--- config.mk ---
export PLATFORM = sky130hd
export DESIGN_NAME = button_event_controller
export DESIGN_NICKNAME = d
export VERILOG_FILES = /design/src/rtl/button_event_controller.sv
export SDC_FILE = /design/constraint.sdc
export NUM_CORES = 1
export LEC_CHECK = 0
export ABC_AREA = 1
export CAP_MARGIN = 5
export CORE_MARGIN = 8
export CORE_UTILIZATION = 45
export CTS_CLUSTER_SIZE = 20
export DETAILED_ROUTE_END_ITERATION = 16
export PLACE_DENSITY_LB_ADDON = 0.12
export REMOVE_ABC_BUFFERS = 1
export SKIP_CTS_REPAIR_TIMING = 1
export SLEW_MARGIN = 0
export SYNTH_ARGS = -nofsm -noshare
export SYNTH_HDL_FRONTEND = slang
export SYNTH_SLANG_ARGS = --single-unit
--- constraint.sdc ---
create_clock -name HCLK -period 1.9 [get_ports HCLK]
set_input_delay 0.57 -clock HCLK [delete_from_list [all_inputs] [get_ports HCLK]]
set_output_delay 0.57 -clock HCLK [all_outputs]
set_load 0.1 [all_outputs]
--- src/rtl/button_event_controller.sv ---
// AHB-Lite button event controller: debounces active-low buttons and latches click/double/long/chord events.
// Latency: 2 sync + DEBOUNCE_CYCLES to a debounced edge; bus reads and writes have zero wait states.
// Backpressure: none; HREADYOUT is tied high and events are sticky until software clears them (W1C).
// Optional IRQ output is enabled by defining BUTTON_EVENT_IRQ_EN.
module button_event_controller #(
  parameter int NUM_BUTTONS         = 2,
  parameter int DEBOUNCE_CYCLES     = 900,
  parameter int CLICK_WINDOW_CYCLES = 16000,
  parameter int LONG_PRESS_CYCLES   = 32000
) (
  input  logic                   HCLK,
  input  logic                   HRESETn,
  input  logic [31:0]            HADDR,
  input  logic [31:0]            HWDATA,
  input  logic                   HWRITE,
  input  logic                   HREADY,
  input  logic                   HSEL,
  input  logic [2:0]             HSIZE,
  input  logic [1:0]             HTRANS,
  input  logic [NUM_BUTTONS-1:0] Buttons,
  output logic [31:0]            HRDATA,
  output logic                   HREADYOUT,
  output logic                   IRQ
);

  localparam int MAX_A = (DEBOUNCE_CYCLES > CLICK_WINDOW_CYCLES) ? DEBOUNCE_CYCLES : CLICK_WINDOW_CYCLES;
  localparam int MAX_C = (MAX_A > LONG_PRESS_CYCLES) ? MAX_A : LONG_PRESS_CYCLES;
  localparam int CW    = $clog2(MAX_C) + 1;
  localparam logic [CW-1:0] DEB_LAST = CW'(DEBOUNCE_CYCLES - 1);
  localparam logic [CW-1:0] LONG_LIM = CW'(LONG_PRESS_CYCLES);
  localparam logic [CW-1:0] WIN_LIM  = CW'(CLICK_WINDOW_CYCLES);
  localparam logic [CW-1:0] CNT_ONE  = CW'(1);

  typedef enum logic [1:0] {ST_IDLE, ST_PRESSED, ST_WAIT2, ST_HELD} state_t;

  logic [NUM_BUTTONS-1:0] r_sync1, r_sync2, r_level;
  logic [CW-1:0]          r_dcnt [NUM_BUTTONS];
  logic [NUM_BUTTONS-1:0] w_sync_prs, w_flip, w_press, w_release, w_chord;
  state_t                 r_state [NUM_BUTTONS];
  state_t                 w_state_nxt [NUM_BUTTONS];
  logic [CW-1:0]          r_cnt [NUM_BUTTONS];
  logic [CW-1:0]          w_cnt_nxt [NUM_BUTTONS];
  logic [NUM_BUTTONS-1:0] w_set_single, w_set_double, w_set_long;
  logic [NUM_BUTTONS-1:0] r_single, r_double, r_long, r_chord;
  logic [NUM_BUTTONS-1:0] w_clr_single, w_clr_double, w_clr_long, w_clr_chord;
  logic [NUM_BUTTONS-1:0] w_irq_mask;
  logic                   r_dp_vld, r_dp_wr;
  logic [2:0]             r_dp_off;
  logic                   w_wr_en;
  logic                   w_unused_bits;

  assign HREADYOUT     = 1'b1;
  assign w_unused_bits = ^{HSIZE, HADDR[31:5], HADDR[1:0], HWDATA};
  assign w_sync_prs    = ~r_sync2;

  // Two-flop synchroniser; released (1) is the idle level
  always_ff @(posedge HCLK or negedge HRESETn) begin
    if (!HRESETn) begin
      r_sync1 <= '1;
      r_sync2 <= '1;
    end else begin
      r_sync1 <= Buttons;
      r_sync2 <= r_sync1;
    end
  end

  // Debounced edge detect: level flips on the DEBOUNCE_CYCLES-th consecutive differing cycle
  always_comb begin
    w_flip = '0;
    for (int i = 0; i < NUM_BUTTONS; i++) begin
      w_flip[i] = (w_sync_prs[i] != r_level[i]) && (r_dcnt[i] == DEB_LAST);
    end
  end

  assign w_press   = w_flip & w_sync_prs;
  assign w_release = w_flip & ~w_sync_prs;

  // Debounce counter and debounced level (1 = pressed)
  always_ff @(posedge HCLK or negedge HRESETn) begin
    if (!HRESETn) begin
      r_level <= '0;
      for (int i = 0; i < NUM_BUTTONS; i++) r_dcnt[i] <= '0;
    end else begin
      for (int i = 0; i < NUM_BUTTONS; i++) begin
        if (w_sync_prs[i] == r_level[i]) begin
          r_dcnt[i] <= '0;
        end else if (w_flip[i]) begin
          r_level[i] <= ~r_level[i];
          r_dcnt[i]  <= '0;
        end else if (r_dcnt[i] != '1) begin
          r_dcnt[i] <= r_dcnt[i] + CNT_ONE;
        end
      end
    end
  end

  // Chord: a new press while another button is held or also being pressed
  always_comb begin
    w_chord = '0;
    for (int i = 0; i < NUM_BUTTONS; i++) begin
      w_chord[i] = (w_press[i] && |((r_level | w_press) & ~(NUM_BUTTONS'(1) << i))) ||
                   (r_level[i] && |(w_press & ~(NUM_BUTTONS'(1) << i)));
    end
  end

  // Per-button FSM state and shared hold/window counter
  always_ff @(posedge HCLK or negedge HRESETn) begin
    if (!HRESETn) begin
      for (int i = 0; i < NUM_BUTTONS; i++) begin
        r_state[i] <= ST_IDLE;
        r_cnt[i]   <= '0;
      end
    end else begin
      for (int i = 0; i < NUM_BUTTONS; i++) begin
        r_state[i] <= w_state_nxt[i];
        r_cnt[i]   <= w_cnt_nxt[i];
      end
    end
  end

  // Next-state: chord overrides everything; a chord participant releasing returns to IDLE
  always_comb begin
    for (int i = 0; i < NUM_BUTTONS; i++) begin
      w_state_nxt[i] = r_state[i];
      w_cnt_nxt[i]   = r_cnt[i];
      if (w_chord[i]) begin
        w_state_nxt[i] = w_release[i] ? ST_IDLE : ST_HELD;
      end else begin
        case (r_state[i])
          ST_IDLE: if (w_press[i]) begin
            w_state_nxt[i] = ST_PRESSED;
            w_cnt_nxt[i]   = CNT_ONE;
          end
          ST_PRESSED: if (w_release[i]) begin
            w_state_nxt[i] = ST_WAIT2;
            w_cnt_nxt[i]   = CNT_ONE;
          end else if (r_cnt[i] == LONG_LIM) begin
            w_state_nxt[i] = ST_HELD;
          end else if (r_cnt[i] != '1) begin
            w_cnt_nxt[i] = r_cnt[i] + CNT_ONE;
          end
          ST_WAIT2: if (w_press[i]) begin
            w_state_nxt[i] = ST_HELD;
          end else if (r_cnt[i] == WIN_LIM) begin
            w_state_nxt[i] = ST_IDLE;
          end else if (r_cnt[i] != '1) begin
            w_cnt_nxt[i] = r_cnt[i] + CNT_ONE;
          end
          default: if (w_release[i]) w_state_nxt[i] = ST_IDLE;
        endcase
      end
    end
  end

  // Event outputs of the FSM (single-cycle set pulses)
  always_comb begin
    w_set_single = '0;
    w_set_double = '0;
    w_set_long   = '0;
    for (int i = 0; i < NUM_BUTTONS; i++) begin
      if (!w_chord[i]) begin
        if (r_state[i] == ST_PRESSED) w_set_long[i] = !w_release[i] && (r_cnt[i] == LONG_LIM);
        if (r_state[i] == ST_WAIT2) begin
          w_set_double[i] = w_press[i];
          w_set_single[i] = !w_press[i] && (r_cnt[i] == WIN_LIM);
        end
      end
    end
  end

  // Bus address phase capture
  always_ff @(posedge HCLK or negedge HRESETn) begin
    if (!HRESETn) begin
      r_dp_vld <= 1'b0;
      r_dp_wr  <= 1'b0;
      r_dp_off <= '0;
    end else if (HREADY) begin
      r_dp_vld <= HSEL && (HTRANS != 2'b00);
      r_dp_wr  <= HWRITE;
      r_dp_off <= HADDR[4:2];
    end
  end

  assign w_wr_en      = r_dp_vld && r_dp_wr;
  assign w_clr_single = (w_wr_en && r_dp_off == 3'd1) ? HWDATA[NUM_BUTTONS-1:0] : '0;
  assign w_clr_double = (w_wr_en && r_dp_off == 3'd2) ? HWDATA[NUM_BUTTONS-1:0] : '0;
  assign w_clr_long   = (w_wr_en && r_dp_off == 3'd3) ? HWDATA[NUM_BUTTONS-1:0] : '0;
  assign w_clr_chord  = (w_wr_en && r_dp_off == 3'd4) ? HWDATA[NUM_BUTTONS-1:0] : '0;

  // Sticky event registers; a hardware set in the same cycle beats a software clear
  always_ff @(posedge HCLK or negedge HRESETn) begin
    if (!HRESETn) begin
      r_single <= '0;
      r_double <= '0;
      r_long   <= '0;
      r_chord  <= '0;
    end else begin
      r_single <= (r_single & ~w_clr_single) | w_set_single;
      r_double <= (r_double & ~w_clr_double) | w_set_double;
      r_long   <= (r_long   & ~w_clr_long)   | w_set_long;
      r_chord  <= (r_chord  & ~w_clr_chord)  | w_chord;
    end
  end

`ifdef BUTTON_EVENT_IRQ_EN
  logic [NUM_BUTTONS-1:0] r_irq_mask;
  logic                   r_irq;

  // Interrupt mask register and registered interrupt
  always_ff @(posedge HCLK or negedge HRESETn) begin
    if (!HRESETn) begin
      r_irq_mask <= '0;
      r_irq      <= 1'b0;
    end else begin
      if (w_wr_en && r_dp_off == 3'd6) r_irq_mask <= HWDATA[NUM_BUTTONS-1:0];
      r_irq <= |(r_irq_mask & (r_single | r_double | r_long | r_chord));
    end
  end

  assign w_irq_mask = r_irq_mask;
  assign IRQ        = r_irq;
`else
  assign w_irq_mask = '0;
  assign IRQ        = 1'b0;
`endif

  // Read data mux for the registered data-phase address
  always_comb begin
    HRDATA = '0;
    if (r_dp_vld && !r_dp_wr) begin
      case (r_dp_off)
        3'd0: HRDATA[0] = |{r_single, r_double, r_long, r_chord};
        3'd1: HRDATA[NUM_BUTTONS-1:0] = r_single;
        3'd2: HRDATA[NUM_BUTTONS-1:0] = r_double;
        3'd3: HRDATA[NUM_BUTTONS-1:0] = r_long;
        3'd4: HRDATA[NUM_BUTTONS-1:0] = r_chord;
        3'd5: HRDATA[NUM_BUTTONS-1:0] = r_level;
        3'd6: HRDATA[NUM_BUTTONS-1:0] = w_irq_mask;
        default: HRDATA = '0;
      endcase
    end
  end

endmodule

==> results of run 1 <==
critical path: stages, from the launching register on:
cell and delay [ns]:
dfrtp_1 0.41, buf_4 0.15, ha_1 0.26, o211ai_1 0.10, a31oi_1 0.21, buf_4 0.16, buf_12 0.16
synthesized netlist by cell type (5+ instances only):
master	instances	share of area
a21oi_1	38	0.028
buf_2	9	0.0066
buf_4	33	0.037
clkbuf_1	9	0.0050
dfrtp_1	83	0.31
ha_1	15	0.028
inv_1	105	0.058
inv_2	10	0.0055
nand2_1	363	0.20
nand2_2	8	0.0074
nand3_1	99	0.073
nand4_1	35	0.032
nor2_1	121	0.067
nor2_2	9	0.0083
nor2_4	5	0.0083
nor3_1	11	0.0081
nor4_1	6	0.0055
o21ai_0	44	0.032
or2_2	6	0.0055
xor2_1	5	0.0065
sequential cells by signal, summed over array words and instances (netlist names), 3 cells and up:
register	count
r_dp_off	3
r_state	4
r_cnt	32
r_dcnt	32
power breakdown:
group	switching [mW]	internal [mW]	total [mW]
Combinational	0.474	0.162	0.635
Clock	0.795	1.16	1.95
Sequential	0.0619	1.93	2.00
final cells by class:
cell class                      count  area (um^2)
Inverter                          116          438
Clock buffer                        9          225
Fill cell                        1504         6410
Tap cell                          188          235
Sequential cell                    87         2190
Timing Repair Buffer              125         1130
Clock inverter                      7         95.1
Multi-Input combinational cell    833         4250
metrics by stage:
step	cells	setup WS (ns)	area, um^2
after floorplan	1036	-2.34	6520
after global placement	1332	-0.0690	7680
after detailed placement	1332	-0.0813	7680
after CTS	1348	-0.460	8000
after global routing	1365	-0.585	8570
final	1365	-0.470	8570
cells by family (layout without fill, tap and decap cells):
kind of cell	count (synthesis)	in the layout	synth area share
simple gates	676	676	0.436
buf+inv	173	257	0.121
other cells	2	32	0.00111
fa+ha+maj	15	15	0.0277
flops	87	87	0.322
compound gates	101	101	0.0815
xor+xnor	9	9	0.0116
worst paths after layout:
check,cells past startpoint,end
min in group HCLK,0,r_sync2[1]
min reg2reg,0,r_sync2[1]
max reg2reg,13,r_cnt[6]
min,1,r_dcnt[4]
max in group asynchronous,2,r_sync2[0]
max,6,HRDATA[1]
per-layer routing:
metal  GRT usage  share of wire  up-vias
met5           0              0        -
met4      0.0589          0.014        0
met3      0.0231          0.029       18
met2       0.315           0.50      109
met1       0.229           0.46     3186
li1            -              -     3570
placed cells by master (no fill, tap or decap), drive strengths merged, types with 5 or more instances in the layout:
master,count
xor2,5
nand4,35
clkbuf,11
ha,15
nand3,103
conb,32
clkdlybuf4s50,12
nor4,6
dfrtp,83
o21ai,44
inv,118
buf,111
nand2,373
nor3,12
a21oi,39
nor2,136
or2,6
==> metrics.yaml, run 1 <==
outcome:
  status: "complete, but fails checks"
  violations: "negative setup slack"
yosys:
  synth_edf_count: 0
  synthArstFlopShare: 1.00
  yosys_warnings: 0
  syn_area_per_cell_um2: 6.38
  synth_area_um2: 6780
  yosys_register_bits: 87
  synth_cell_types: 44
  seq_area_frac_synth: 0.322
  synth_ff_type: "dfrtp_1"
  syn_inst: 1063
drt:
  firstDrtPassIters: 5
  wl_per_cell_um: 13.1
  vias: 6883
  drcViolationCount: 0
  wl_um: 17900
  avgViaCountPerCell: 5.04
  ant_nets: 0
  drt_iter0_drc: 485
layout:
  antenna_cells: 0
  drive_above_1_share: 0.224
  area_growth_syn_to_layout_pct: 26.3
  fin_nets: 1263
  utilization: 0.572
clock_network:
  clk_pin_slew_ns: 0.07
  cts_tree: "built"
  clock_sinks: 87
  root_buffer: "clkbuf_16"
  htreeDepth: 3
  clock_latency_ns: 0.35
  cts.path.max_buffers: 2
  cts_made_buffers: 9
die:
  die_area_um2: 19300
  die_w_um: 139
  fp.dieH_um: 139
  initial_core_util: 0.453
  io_pins: 110
  fp.coreArea_um2: 15000
  row_count: 45
sta:
  setup_tns_ns: -0.863
  setup_viol: 2
  finalHoldViolCount: 0
  fmaxAchievable_mhz: 422
  fin_crit_ns: 2.37
  rsz0062_at_grt: "yes"
  skew_ns: 0.00951
  finalCritPeriodShare: 1.25
  slew_violations: 0
  worst_slack_ns: -0.470
  fin_hold_ws_ns: 0.140
worst_hold_path:
  hp-class: "input port to asynchronous set/reset pin"
power:
  power_mw: 4.58
  max-vdd-ir-drop_uv: 373
  power.leakage_nw: 4.18
  pwr_density_cell_nw_per_um2: 535
critical_path:
  crit_path_max_fanout: 4
  critical_path_class: "flop to output pin"
  critPathArrivalTime_ns: 1.80
  start_kind: "flop"
  crit_start: "r_dp_off[1]"
  endpoint_kind: "output pin"
  timing.rr.start: "r_dcnt[0]"
  cp.required_ns: 1.33
  reg2reg_slack_ns: 0.01
global_route:
  grt_pass1_wl_um: 29700
  track_usage: 0.182
  grt.overflow.total: 0
  grt_pass1_vias: 6352
  antenna_found_initial: 0
  grt_max_degree: 34
place:
  gp_congestion: 0.904
  dp_hpwl_um: 13200
  io_buffer_count: 15
job:
  maxCapViolations: 0
No activity file was read; power rests on OpenSTA's default activity.
==> inputs of run 2 (changes only) <==
--- a/config.mk
+++ b/config.mk
@@ -18,3 +18,4 @@
 export SYNTH_ARGS = -nofsm -noshare
 export SYNTH_HDL_FRONTEND = slang
 export SYNTH_SLANG_ARGS = --single-unit
+export TNS_END_PERCENT = 100
==> results of run 2 <==
No change in the layout: final DEF, timing and power equal those of run 1.
==> inputs of run 3 (changes only) <==
--- a/config.mk
+++ b/config.mk
@@ -6,7 +6,7 @@
 export NUM_CORES = 1
 export LEC_CHECK = 0
 export ABC_AREA = 1
-export CAP_MARGIN = 5
+export CAP_MARGIN = 20
 export CORE_MARGIN = 8
 export CORE_UTILIZATION = 45
 export CTS_CLUSTER_SIZE = 20
==> results of run 3 <==
No change in the layout: final DEF, timing and power equal those of run 1.
